<file path="src/rtl/deser_align_ctrl.sv">
// -----------------------------------------------------------------------------
// deser_align_ctrl
//
// Word-alignment controller for a 5-bit sliding-window deserializer. The
// deserializer shifts in one bit per clock, so every clock presents a new
// 5-bit window. This block tracks a modulo-5 bit phase and looks for the
// training symbol in the window. It then confirms the match on consecutive
// frames at the same phase. Once locked, it frames one 5-bit word every 5
// clocks.
//
// Ports
//   clk          : single clock, shared with the deserializer
//   reset        : synchronous, active-high
//   data_i       : deserializer window, bit 0 is the newest bit
//   realign_i    : single-cycle request to drop lock and search again
//   word_o       : framed word (holds its last value between strobes)
//   word_valid_o : one-cycle strobe qualifying word_o
//   locked_o     : high while in LOCKED
//   phase_o      : phase the current lock was acquired at (0..4)
//   timeout_o    : one-cycle pulse when a search/confirm attempt times out
//
// All outputs are registered. A decision made on the window in cycle N
// is visible on the outputs in cycle N+1.
// -----------------------------------------------------------------------------
module deser_align_ctrl #(
  parameter logic [4:0] TRAIN_PATTERN  = 5'b00111,
  parameter int         MATCH_COUNT    = 4,
  parameter int         TIMEOUT_CYCLES = 1024
) (
  input  logic       clk,
  input  logic       reset,
  input  logic [4:0] data_i,
  input  logic       realign_i,
  output logic [4:0] word_o,
  output logic       word_valid_o,
  output logic       locked_o,
  output logic [2:0] phase_o,
  output logic       timeout_o
);

  localparam int MW = $clog2(MATCH_COUNT + 1);
  localparam int TW = $clog2(TIMEOUT_CYCLES);

  localparam logic [MW-1:0] MATCH_ONE  = MW'(1);
  localparam logic [MW-1:0] MATCH_FULL = MW'(MATCH_COUNT);
  localparam logic [TW-1:0] TMO_ONE    = TW'(1);
  localparam logic [TW-1:0] TMO_LAST   = TW'(TIMEOUT_CYCLES - 1);
  localparam logic [2:0]    PH_LAST    = 3'd4;
  // Six flush cycles (count 0..5) let the window fill with fresh bits.
  localparam logic [2:0]    FLUSH_LAST = 3'd5;

  typedef enum logic [1:0] {
    FLUSH   = 2'd0,
    SEARCH  = 2'd1,
    CONFIRM = 2'd2,
    LOCKED  = 2'd3
  } state_t;

  state_t        state_reg, state_next;
  logic [2:0]    ph_reg, ph_next;
  logic [2:0]    lock_ph_reg, lock_ph_next;
  logic [2:0]    flush_cnt_reg, flush_cnt_next;
  logic [MW-1:0] match_cnt_reg, match_cnt_next;
  logic [TW-1:0] tmo_cnt_reg, tmo_cnt_next;

  logic [4:0]    word_next;
  logic          word_valid_next;
  logic          locked_next;
  logic [2:0]    phase_next;
  logic          timeout_next;

  logic          pattern_hit;
  logic          on_phase;
  logic          hunting;
  logic [MW-1:0] match_cnt_inc;

  assign pattern_hit   = (data_i == TRAIN_PATTERN);
  assign on_phase      = (ph_reg == lock_ph_reg);
  assign hunting       = (state_reg == SEARCH) || (state_reg == CONFIRM);
  assign match_cnt_inc = match_cnt_reg + MATCH_ONE;

  // ---------------------------------------------------------------------------
  // Next-state and output logic
  // ---------------------------------------------------------------------------
  always_comb begin
    state_next      = state_reg;
    ph_next         = (ph_reg == PH_LAST) ? 3'd0 : ph_reg + 3'd1;
    lock_ph_next    = lock_ph_reg;
    flush_cnt_next  = flush_cnt_reg;
    match_cnt_next  = match_cnt_reg;
    tmo_cnt_next    = tmo_cnt_reg;
    word_next       = word_o;
    word_valid_next = 1'b0;
    phase_next      = phase_o;
    timeout_next    = 1'b0;
    locked_next     = 1'b0;

    case (state_reg)
      FLUSH: begin
        if (flush_cnt_reg == FLUSH_LAST) begin
          flush_cnt_next = 3'd0;
          state_next     = SEARCH;
        end else begin
          flush_cnt_next = flush_cnt_reg + 3'd1;
        end
      end

      SEARCH: begin
        tmo_cnt_next = tmo_cnt_reg + TMO_ONE;
        if (pattern_hit) begin
          lock_ph_next   = ph_reg;
          match_cnt_next = MATCH_ONE;
          state_next     = CONFIRM;
        end
      end

      CONFIRM: begin
        tmo_cnt_next = tmo_cnt_reg + TMO_ONE;
        // Only the window at the candidate phase carries a whole symbol.
        if (on_phase) begin
          if (pattern_hit) begin
            match_cnt_next = match_cnt_inc;
            if (match_cnt_inc == MATCH_FULL) begin
              state_next   = LOCKED;
              tmo_cnt_next = '0;
            end
          end else begin
            // The failing window is dropped, not re-tried as a new SEARCH hit.
            match_cnt_next = '0;
            state_next     = SEARCH;
          end
        end
      end

      LOCKED: begin
        if (on_phase) begin
          word_next       = data_i;
          word_valid_next = 1'b1;
        end
      end

      default: begin
        state_next = FLUSH;
      end
    endcase

    // Realign outranks the normal transitions above. It also suppresses a
    // word that would otherwise be framed in the same cycle.
    if (realign_i && ((state_reg == CONFIRM) || (state_reg == LOCKED))) begin
      state_next      = SEARCH;
      match_cnt_next  = '0;
      tmo_cnt_next    = '0;
      word_next       = word_o;
      word_valid_next = 1'b0;
    end

    // A timeout outranks realign. It also outranks a final confirming match
    // in the same cycle, so the attempt ends without lock.
    if (hunting && (tmo_cnt_reg == TMO_LAST)) begin
      timeout_next   = 1'b1;
      tmo_cnt_next   = '0;
      match_cnt_next = '0;
      state_next     = SEARCH;
    end

    locked_next = (state_next == LOCKED);
    if (state_next == LOCKED) begin
      phase_next = lock_ph_next;
    end
  end

  // ---------------------------------------------------------------------------
  // State and output registers
  // ---------------------------------------------------------------------------
  always_ff @(posedge clk) begin
    if (reset) begin
      state_reg     <= FLUSH;
      ph_reg        <= 3'd0;
      lock_ph_reg   <= 3'd0;
      flush_cnt_reg <= 3'd0;
      match_cnt_reg <= '0;
      tmo_cnt_reg   <= '0;
      word_o        <= 5'd0;
      word_valid_o  <= 1'b0;
      locked_o      <= 1'b0;
      phase_o       <= 3'd0;
      timeout_o     <= 1'b0;
    end else begin
      state_reg     <= state_next;
      ph_reg        <= ph_next;
      lock_ph_reg   <= lock_ph_next;
      flush_cnt_reg <= flush_cnt_next;
      match_cnt_reg <= match_cnt_next;
      tmo_cnt_reg   <= tmo_cnt_next;
      word_o        <= word_next;
      word_valid_o  <= word_valid_next;
      locked_o      <= locked_next;
      phase_o       <= phase_next;
      timeout_o     <= timeout_next;
    end
  end

endmodule
</file>
<file path="config.mk">
export PLATFORM = sky130hd
export DESIGN_NAME = deser_align_ctrl
export DESIGN_NICKNAME = d
export VERILOG_FILES = /design/src/rtl/deser_align_ctrl.sv
export SDC_FILE = /design/constraint.sdc
export NUM_CORES = 1
export LEC_CHECK = 0
export ABC_AREA = 1
export BUFFER_PORTS_ARGS = -buffer_cell sky130_fd_sc_hd__buf_4
export CAP_MARGIN = 5
export CORE_UTILIZATION = 41
export CTS_BUF_LIST = sky130_fd_sc_hd__clkbuf_4
export CTS_CLUSTER_SIZE = 30
export DETAILED_ROUTE_END_ITERATION = 12
export PLACE_DENSITY = 0.66
export SLEW_MARGIN = 10
export SYNTH_ARGS = -nofsm -noshare
export SYNTH_HDL_FRONTEND = slang
export SYNTH_SLANG_ARGS = --single-unit
</file>
<file path="constraint.sdc">
create_clock -name clk -period 1.7 [get_ports clk]
set_input_delay 0.34 -clock clk [delete_from_list [all_inputs] [get_ports clk]]
set_output_delay 0.34 -clock clk [all_outputs]
set_load 0.05 [all_outputs]
</file>
Word level (Yosys, flattened, before mapping)
Index checks and enable logic that the tools add are counted.
{"block": "word_totals", "register_bits": 35}
{"block": "classes", "add_sub_neg": 4, "n_eq_ne": 12, "muxes": 21, "n_bitwise": 2, "reduce_logical": 11}
{"cell": "$mux 10", "n": 3}
{"cell": "$pmux 10 s2", "n": 1}
{"cell": "$mux 3", "n": 6}
{"cell": "$mux 2", "n": 7}
{"cell": "$add 10x1->10 const B", "n": 1}
{"cell": "$eq 10x10->1 const B", "n": 1}
{"cell": "$add 3x1->3 const B", "n": 3}
{"cell": "$eq 3x3->1 const B", "n": 3}
{"cell": "$eq 2x2->1 const B", "n": 3}
{"cell": "$pmux 2 s3", "n": 1}
{"cell": "$pmux 3 s2", "n": 1}
{"cell": "$reduce_and 3->1", "n": 2}
{"cell": "$reduce_or 3->1", "n": 2}
{"cell": "$eq 5x3->1 const B", "n": 1}
{"cell": "$ne 2x2->1 const B", "n": 2}
{"cell": "$eq 3x3->1", "n": 1}
{"cell": "$eq 2x1->1 const B", "n": 1}
{"cell": "$logic_and 1x1->1", "n": 2}
{"cell": "$logic_not 2->1", "n": 1}
{"cell": "$logic_or 1x1->1", "n": 2}
{"cell": "$mux 1", "n": 2}
{"cell": "$not 1->1", "n": 2}
{"cell": "$reduce_bool 2->1", "n": 1}
{"cell": "$reduce_or 2->1", "n": 1}

Longest topological paths before layout
Gate-level depths: netlist of the first run.
{"block": "logic_depth", "depth_word": 9, "mapped_depth": 14, "ltp_nobuf": 14}

Least setup slack after synthesis of the first run
Ideal clock, no wire load.
{"block": "synth_timing", "kind": "reg2reg", "startpoint": "register state_reg[0]", "endpoint": "register phase_o[0]", "setup_time_ns": 0.117, "t_arrival_ns": 1.731, "t_required_ns": 1.583, "path_slack_ns": -0.147, "path_stages_with_launch": 13, "path_buffers": 0, "period_less_slack_ns": 1.847, "path_cell_list": "dfxtp_1 > inv_1 > ha_1 > inv_2 > nor2_4 > nand2_2 > nor2_4 > nand4_2 > nand2_2 > nor2_1 > nand2_4 > a21oi_1 > nor2_1"}
{"block": "synth_between", "word_cells_on_any_way": 18, "classes_between": "4 x eq/ne; 9 x mux; 5 x reduce/logical"}
{"element": "start, declared", "line": "59", "rtl": "state_t state_reg, state_next;"}
{"element": "start signal, assigned", "line": "189", "rtl": "state_reg <= state_next;"}
{"element": "$eq 2x1->1 or $eq 2x2->1 (tied branches)", "line": "79", "rtl": "assign hunting = (state_reg == SEARCH) || (state_reg == CONFIRM);"}
{"element": "$logic_or 1x1->1 *", "line": "79"}
{"element": "named net hunting", "line": "74", "rtl": "logic hunting;"}
{"element": "$logic_and 1x1->1 *", "line": "159", "rtl": "if (hunting && (tmo_cnt_reg == TMO_LAST)) begin"}
{"element": "$mux 2 *", "line": "159"}
{"element": "$eq 2x2->1 *", "line": "167", "rtl": "if (state_next == LOCKED) begin"}
{"element": "end signal, assigned", "line": "198", "rtl": "phase_o <= phase_next;"}
{"element": "end, declared", "line": "37", "rtl": "output logic [2:0] phase_o,"}
The timed path passes the listed nets; every way through them passes the cells marked *.
A chain may end at the register's enable or synchronous reset.

Worst setup path after layout of the first run
{"block": "layout_timing", "startpoint": "register state_reg[1]", "endpoint": "register phase_o[1]"}
Same word-level chain as after synthesis.

==> run metrics, run 1 <==
status finished, violations left; failing checks setup timing; drt pass-1 iters 4; leakage power 0.999 nW; Cells after Synth 229; number of synthesis warnings 0; f_max 580 MHz; FP Rows 23; Final Wtd Congestion 0.900; CP peak stage delay 0.38 ns; remaining global-route overflow 0; HP Class primary input to flip-flop; first-pass GRT wire length 5690 um; Netlist Area Pre-Place 0.00170 mm2; Critical R2R Launch state_reg[1]; PortBufs 18; critical path's slowest cell dfxtp_4; Distinct cells, synth 27; vias after detailed routing 1510; final hold violation count 0; RSZ-0062 raised after global routing true; Yosys reg bits 35; Setup crit start state_reg[1]; Power Internal 0.00120 W; area leader, netlist dfxtp_1; Psw 0.000383 W; nets 287; Pins Over Slew Limit 0; total negative slack -0.0489 ns; fin crit share 101%; Cell Area, Placed 0.00200 mm2; CP endpoint kind flip-flop; CP Launch Type flip-flop; maximum number of pins on one net before global-route repair 13; hpwl dp 2510 um; Worst EP arrival 1.96 ns; Crit Path Class flip-flop to flip-flop; Post-CTS Hold Buffers 0; Routed wire per std cell 11.3 um; post-place setup slack -0.0498 ns; sequential share of the synthesized area 41.3%; Starting Density 42.4%; PnR worst setup slack -0.0227 ns; H-tree levels 2; Final min period 1.72 ns; top cells by area, synth dfxtp_1 41%, nand2_1 11%, ha_1 6.6%; most common cell in the synthesized netlist nand2_1; crit path max fanout 7; WL final 3620 um; Clk pin slew, worst setup/hold paths 0.11 ns; Switching Share 24.2%; cell mode on critical path nor2_4; syn_nets 246; worst path bufs/invs 2; Avg Inst Size Synth 7.41 um2; Inserted Clock Buffers 5; die width 66.3 um; CTS root buf clkbuf_4; Worst-Margin Slew 0.251 ns; Ports 19; combinational power share 9.4%; design area 0.00222 mm2; # diodes 0; ANT nets after route 0; Post-synth EDFFs 0; clock sinks 35; VDD IR-drop max 0.000457 V; Via density 4.70; # Max-Cap Violations 0; vias in the first global route 1356; DR iter-0 viols 84; die area 0.00440 mm2; Post-synth ARST share 0%; CP Cell Sequence inv_4, ha_4, inv_6, nor2_4, nand2_2, nor2_4, nand4_4, nand2_4, nor2_4, nand2_4, nand3_2, nand2_1, nor2_1; GRT Total Usage 17.1%; HP Start reset; Setup Skew 0.00905 ns; Final setup viols 4; Reg power frac 53.7%; Worst Path Required 1.93 ns; synth cell count leaders 50 x nand2_1, 35 x dfxtp_1, 30 x nor2_1, 27 x inv_1, 17 x a21oi_1; pwr dens 714 mW/mm2; share of cells above drive strength 1 27.7%; initial antenna violation count 0; Worst slew margin 83.1%; DRC 0; delay-heaviest family, CP simple AND/OR/NAND/NOR gates; power share of the clock group 36.9%; TritonCTS clock tree built; maximum root-to-sink buffer count 2; die height 66.3 um; Largest register FFs 10; Top FF cell, synth dfxtp_1; hold slack 0.228 ns; Syn-to-layout area delta 30.6%; clk_lat worst skew 0.34 ns; Core Footprint 0.00400 mm2; post-layout util 55.4%; top-area cell type share of the netlist area 41.3%
[logic make-up after synthesis]
group	Yosys count	share of synthesized area, %
XOR/XNOR	9	4.65
adder cells (fa/ha/maj)	9	6.64
AO/OA/AOI/OAI	34	10.8
flip-flops	35	41.3
multiplexers	1	0.590
AND/OR/NAND/NOR	109	28.9
buffers and inverters	32	7.08
[path summary, 6_finish.rpt]
check / end / depth (start not counted) / slack [ns]
worst max-delay path: phase_o[1] / 13 / -0.02
worst min-delay path: locked_o / 2 / 0.23
worst max register to register: phase_o[1] / 13 / -0.02
worst min register to register: word_o[4] / 2 / 0.46
[timing repair]
| action | CTS | global route |
|---|---|---|
| endpoints found under the setup margin | 6 | 25 |
| setup buffers | 2 | 4 |
| pin swaps | 3 | 8 |
| gates resized for setup | 5 | 22 |
[power by group through the flow]
stage               Clock [W]  Combinational [W]  Sequential, W
floorplan                   0          0.0000913       0.000868
global placement            0           0.000137       0.000869
global route         0.000626           0.000165       0.000852
detailed placement          0           0.000136       0.000870
CTS                  0.000597           0.000139       0.000851
finish               0.000584           0.000149       0.000849
[layout make-up]
cell class                      instances  area [um2]
Tap cell                               50        62.6
Clock buffer                            5        37.5
Sequential cell                        35         709
Clock inverter                          3        38.8
Inverter                               29         119
Timing Repair Buffer                   37         282
Fill cell                             384        1780
Multi-Input combinational cell        162         967
[stage by stage]
step,instances,power [W]
5_1_grt,321,0.00164
6_report,321,0.00158
3_5_place_dp,307,0.00101
2_1_floorplan,229,0.000959
3_3_place_gp,307,0.00101
4_1_cts,317,0.00159
[cells in the final DEF (no fill, tap or decap), drive strengths merged]
master,count
a211oi,2
dfxtp,35
nand2,53
bufinv,1
and3,1
o21ai,12
mux2i,1
inv,29
o21bai,1
nand4,3
clkbuf,5
a21oi,17
ha,9
buf,37
clkinv,2
nor2,34
xor2,5
xnor2,4
nor3,4
nand3,14
a31oi,2
[metal layers]
metal / part of all wire [%] / vias up / global-route usage (%)
met3: 4.2 / 7 / 4.66
met1: 48 / 662 / 21.5
li1: - / 813 / -
met2: 46 / 28 / 27.0
met4: 1.6 / 0 / 7.98
met5: 0 / - / 0
Power figures use the tool's default switching activity.
==> inputs of run 2 (changes only) <==
- SETUP_SLACK_MARGIN: default -> 0.02
==> run metrics, run 2 (synthesized netlist as in run 1, its figures left out) <==
vias after detailed routing 1538 (was 1510); Worst slew margin 76.9% (was 83.1%); Setup Skew 0.00690 ns (was 0.00905 ns); CP Cell Sequence inv_2, ha_4, inv_6, nor2_4, nand2_2, nor2_4, nand4_4, nand2_4, nor2_4, nand2_4, nand3_1, nand2_1, nor2_1 (was inv_4, ha_4, inv_6, nor2_4, nand2_2, nor2_4, nand4_4, nand2_4, nor2_4, nand2_4, nand3_2, nand2_1, nor2_1); CTS root buf clkbuf_4 (unchanged); RSZ-0062 raised after global routing true (unchanged); FP Rows 23 (unchanged); PortBufs 18 (unchanged); cell mode on critical path nor2_4 (unchanged); die width 66.3 um (unchanged); Worst-Margin Slew 0.343 ns (was 0.251 ns); pwr dens 701 mW/mm2 (was 714 mW/mm2); f_max 594 MHz (was 580 MHz); Switching Share 24.3% (was 24.2%); R2R Setup Slk 0.02 ns (was -0.02 ns); CP peak stage delay 0.37 ns (was 0.38 ns); Reg power frac 53.6% (was 53.7%); vias in the first global route 1372 (was 1356); Ports 19 (unchanged); DR iter-0 viols 70 (was 84); Via density 4.76 (was 4.70); Crit Path Class flip-flop to flip-flop (unchanged); remaining global-route overflow 0 (unchanged); critical path's slowest cell dfxtp_2 (was dfxtp_4); delay-heaviest family, CP simple AND/OR/NAND/NOR gates (unchanged); clk_lat worst skew 0.33 ns (was 0.34 ns); first-pass GRT wire length 5750 um (was 5690 um); hpwl dp 2510 um (unchanged); Final min period 1.68 ns (was 1.72 ns); ANT nets after route 0 (unchanged); GRT Total Usage 17.4% (was 17.1%); worst path bufs/invs 2 (unchanged); drt pass-1 iters 4 (unchanged); WP depth 13 (unchanged); die height 66.3 um (unchanged); HP Start reset (unchanged); share of cells above drive strength 1 30.8% (was 27.7%); commonest non-fill, non-tap cell in the layout nand2_1 (unchanged); die area 0.00440 mm2 (unchanged); DRC 0 (unchanged); Setup crit start state_reg[1] (unchanged); Routed wire per std cell 11.4 um (was 11.3 um); maximum number of pins on one net before global-route repair 13 (unchanged); Worst Hold Path Cells 2 (unchanged); leakage power 1.01 nW (was 0.999 nW); Final Wtd Congestion 0.900 (unchanged); Critical R2R Launch state_reg[1] (unchanged); # diodes 0 (unchanged); Final setup viols 0 (was 4); Starting Density 42.4% (unchanged); Worst Path Required 1.94 ns (was 1.93 ns); Power Internal 0.00120 W (about the same); CP endpoint kind flip-flop (unchanged); maximum root-to-sink buffer count 2 (unchanged); total negative slack 0 ns (was -0.0489 ns); # Max-Cap Violations 0 (unchanged); Worst EP arrival 1.93 ns (was 1.96 ns); PnR worst setup slack 0.0171 ns (was -0.0227 ns); nets 289 (was 287); commonest cells after routing, fill and taps aside 48 x nand2_1, 39 x buf_4, 29 x dfxtp_1 (was 48 x nand2_1, 36 x buf_4, 30 x dfxtp_1); fin crit share 99.0% (was 101%); status finished, final reports clean (was finished, violations left); HP Class primary input to flip-flop (unchanged); initial antenna violation count 0 (unchanged); CP Launch Type flip-flop (unchanged); combinational power share 9.4% (about the same); TritonCTS clock tree built (unchanged); r2r worst-path depth 13 (unchanged); final hold violation count 0 (unchanged); post-place setup slack -0.0498 ns (unchanged); power share of the clock group 36.9% (about the same); Largest register FFs 10 (unchanged); Inserted Clock Buffers 5 (unchanged); clock sinks 35 (unchanged); WL final 3690 um (was 3620 um); Psw 0.000386 W (was 0.000383 W); crit path max fanout 7 (unchanged); Core Footprint 0.00400 mm2 (unchanged); VDD IR-drop max 0.000463 V (was 0.000457 V); Pins Over Slew Limit 0 (unchanged); Syn-to-layout area delta 33.5% (was 30.6%); Clk pin slew, worst setup/hold paths 0.11 ns (about the same); H-tree levels 2 (unchanged)
[run 2: routing by layer]
metal	part of all wire, %	track usage, %	up-vias
met2	46	28.1	29
met3	3.9	4.83	10
li1	-	-	818
met1	48	21.3	681
met4	2.0	7.98	0
met5	0	0	-
[run 2: stage by stage]
stage | util (%) | power (W) | instances | area [um2] | hold WS [ns]
detailed placement | 49.9 | 0.00101 | 307 | 2000 | 0.438
global route | 56.6 | 0.00165 | 323 | 2260 | 0.222
global placement | 49.9 | 0.00101 | 307 | 2000 | 0.433
finish | 56.6 | 0.00159 | 323 | 2260 | 0.230
floorplan | - | 0.000959 | 229 | 1710 | 0.435
CTS | 53.7 | 0.00159 | 319 | 2150 | 0.217
[run 2: final timing paths]
path,to
worst max-delay path,phase_o[2]
worst min-delay path,locked_o
worst max register to register,phase_o[2]
worst min register to register,word_o[4]
[run 2: area by class of cell]
| cell class | count | area, um2 |
|---|---|---|
| Fill cell | 374 | 1740 |
| Timing Repair Buffer | 39 | 293 |
| Inverter | 29 | 116 |
| Multi-Input combinational cell | 162 | 1010 |
| Clock buffer | 5 | 37.5 |
| Clock inverter | 3 | 38.8 |
| Sequential cell | 35 | 708 |
| Tap cell | 50 | 62.6 |
[run 2: timing repair]
action | CTS | global route
setup buffers | 4 | 4
resized for setup | 10 | 22
hold buffers | 0 | 0
pin swaps | 5 | 6
setup endpoints to repair | 13 | 24
[run 2: power groups by stage]
stage          Clock (W)  Combinational [W]  Sequential [W]
2_1_floorplan          0          0.0000913        0.000868
3_3_place_gp           0           0.000137        0.000869
3_5_place_dp           0           0.000136        0.000870
4_1_cts         0.000597           0.000142        0.000851
5_1_grt         0.000626           0.000167        0.000853
6_report        0.000586           0.000150        0.000851
[run 2: worst register-to-register path: stages (launching register included)]
cell and delay [ns]:
dfxtp_2 0.37, inv_2 0.06, ha_4 0.28, inv_6 0.04, nor2_4 0.08, nand2_2 0.07, nor2_4 0.11, nand4_4 0.11
nand2_4 0.12, nor2_4 0.05, nand2_4 0.10, nand3_1 0.09, nand2_1 0.07, nor2_1 0.04
==> inputs of run 3 (changes only) <==
- CORE_ASPECT_RATIO: default -> 0.75
- SETUP_SLACK_MARGIN: 0.02 -> 0.5
==> run metrics, run 3 (synthesized netlist as in run 1, its figures left out) <==
GRT Total Usage 17.4% (about the same); Reg power frac 59.7% (was 53.6%); fin crit share 96.5% (was 99.0%); power share of the clock group 28.5% (was 36.9%); final total power 0.00142 W (was 0.00159 W); # diodes 0 (unchanged); H-tree levels 2 (unchanged); die height 57.7 um (was 66.3 um); Core Footprint 0.00380 mm2 (was 0.00400 mm2); Largest register FFs 10 (unchanged); Via density 4.60 (was 4.76); Psw 0.000369 W (was 0.000386 W); RSZ-0062 raised after global routing true (unchanged); remaining global-route overflow 0 (unchanged); CTS root buf clkbuf_4 (unchanged); Inserted Clock Buffers 5 (unchanged); Starting Density 44.6% (was 42.4%); post-place setup slack 0.00109 ns (was -0.0498 ns); total negative slack 0 ns (unchanged); maximum root-to-sink buffer count 2 (unchanged); Power Internal 0.00105 W (was 0.00120 W); Final Wtd Congestion 0.838 (was 0.900); share of cells above drive strength 1 36.1% (was 30.8%); leakage power 1.07 nW (was 1.01 nW); DR iter-0 viols 90 (was 70); ANT nets after route 0 (unchanged); TritonCTS clock tree built (unchanged); Pins Over Slew Limit 0 (unchanged); VDD IR-drop max 0.000496 V (was 0.000463 V); commonest cells after routing, fill and taps aside 46 x nand2_1, 29 x buf_4, 25 x nor2_1 (was 48 x nand2_1, 39 x buf_4, 29 x dfxtp_1); fill count 326 (was 374); pwr dens 580 mW/mm2 (was 701 mW/mm2); hold slack 0.220 ns (was 0.230 ns); commonest non-fill, non-tap cell in the layout nand2_1 (unchanged); WL final 3630 um (was 3690 um); Clk pin slew, worst setup/hold paths 0.10 ns (was 0.11 ns); final hold violation count 0 (unchanged); Switching Share 25.9% (was 24.3%); vias in the first global route 1396 (was 1372); Worst EP arrival 1.87 ns (was 1.93 ns); HP Start reset (unchanged); maximum number of pins on one net before global-route repair 13 (unchanged); CP Launch Type flip-flop (unchanged); Crit Path Class flip-flop to flip-flop (unchanged); FP Rows 19 (was 23); Post-CTS Hold Buffers 0 (unchanged); nets 297 (was 289); Setup Skew 0.00546 ns (was 0.00690 ns); Final min period 1.64 ns (was 1.68 ns); DRC 0 (unchanged); Worst slew margin 83.9% (was 76.9%); Final setup viols 0 (unchanged); Inst Count DP 314 (was 307); die width 76.3 um (was 66.3 um); PortBufs 18 (unchanged); Routed wire per std cell 10.9 um (was 11.4 um); Worst Path Required 1.93 ns (was 1.94 ns); vias after detailed routing 1528 (was 1538); crit path max fanout 8 (was 7); HP Class primary input to flip-flop (unchanged); first-pass GRT wire length 5990 um (was 5750 um); Ports 19 (unchanged); initial antenna violation count 0 (unchanged); hpwl dp 2490 um (was 2510 um); CP endpoint kind flip-flop (unchanged); clk_lat worst skew 0.33 ns (about the same); Layout Cells excl Fill 332 (was 323); status finished, final reports clean (unchanged); f_max 609 MHz (was 594 MHz); die area 0.00440 mm2 (about the same); multi-input logic area 0.00106 mm2 (was 0.00101 mm2); Worst-Margin Slew 0.240 ns (was 0.343 ns); clock sinks 35 (unchanged); Setup crit start state_reg[0] (was state_reg[1]); combinational power share 11.7% (was 9.4%); Syn-to-layout area delta 44.6% (was 33.5%); Critical R2R Launch state_reg[0] (was state_reg[1]); drt pass-1 iters 4 (unchanged); Register Area 718 um2 (was 708 um2); # Max-Cap Violations 0 (unchanged); PnR worst setup slack 0.0592 ns (was 0.0171 ns)
[run 3: cell types whose count changed in the layout (fill, tap and decap cells not counted), moves of 3 or more]
| cell | previous run | this run |
|---|---|---|
| dfxtp_1 | 29 | 23 |
| buf_8 | 0 | 5 |
| o21ai_1 | 0 | 4 |
| buf_4 | 39 | 29 |
| buf_6 | 0 | 12 |
| dfxtp_2 | 6 | 11 |
| inv_4 | 1 | 4 |
| o21ai_0 | 11 | 5 |
[run 3: final cells by class]
class                   count  share of cell area, %
multi-input cells         162                   43.1
clock inverters             2                  0.357
inverters                  29                   4.84
clock buffers               5                   1.53
repair buffers             47                   18.3
flip-flops and latches     35                   29.3
well taps                  52                   2.65
[run 3: critical path, cell delays in order, from the launching register on]
cell      delay [ns]
dfxtp_4         0.38
inv_4           0.05
ha_4            0.28
inv_4           0.04
nor2_4          0.08
nand2_2         0.07
nor2_4          0.11
nand4_4         0.10
nand3_2         0.11
o21bai_4        0.12
buf_6           0.15
nor3_2          0.04
[run 3: worst paths after layout]
check	to	cells past startpoint	slack [ns]
setup / recovery	tmo_cnt_reg[6]	11	0.06
hold / removal	state_reg[0]	2	0.22
setup reg to reg	tmo_cnt_reg[6]	11	0.06
hold reg to reg	word_o[4]	2	0.46
[run 3: power groups by stage]
stage	clock network (W)	registers [W]	logic (W)
final	0.000406	0.000850	0.000167
after global placement	0	0.000870	0.000139
after detailed placement	0	0.000870	0.000141
after global routing	0.000455	0.000853	0.000187
after floorplan	0	0.000868	0.0000928
after CTS	0.000426	0.000850	0.000155
[run 3: repair_timing]
action / in CTS / in global routing
gates cloned: 0 / 0
setup buffers: 7 / 4
pin swaps: 7 / 10
setup endpoints to repair: 38 / 39
resized for setup: 45 / 29
[run 3: through the flow]
stage               util (%)  instance area [um2]
CTS                     60.5                 2300
global route            64.5                 2450
global placement        53.9                 2050
finish                  64.5                 2450
floorplan                  -                 1730
detailed placement      53.9                 2050
[run 3: per-layer routing]
layer	vias up	wire [um]	global-route usage, %
met2	10	1600	28.2
li1	830	-	-
met3	7	84	4.25
met4	0	73	8.24
met1	681	1880	22.1
met5	-	0	0
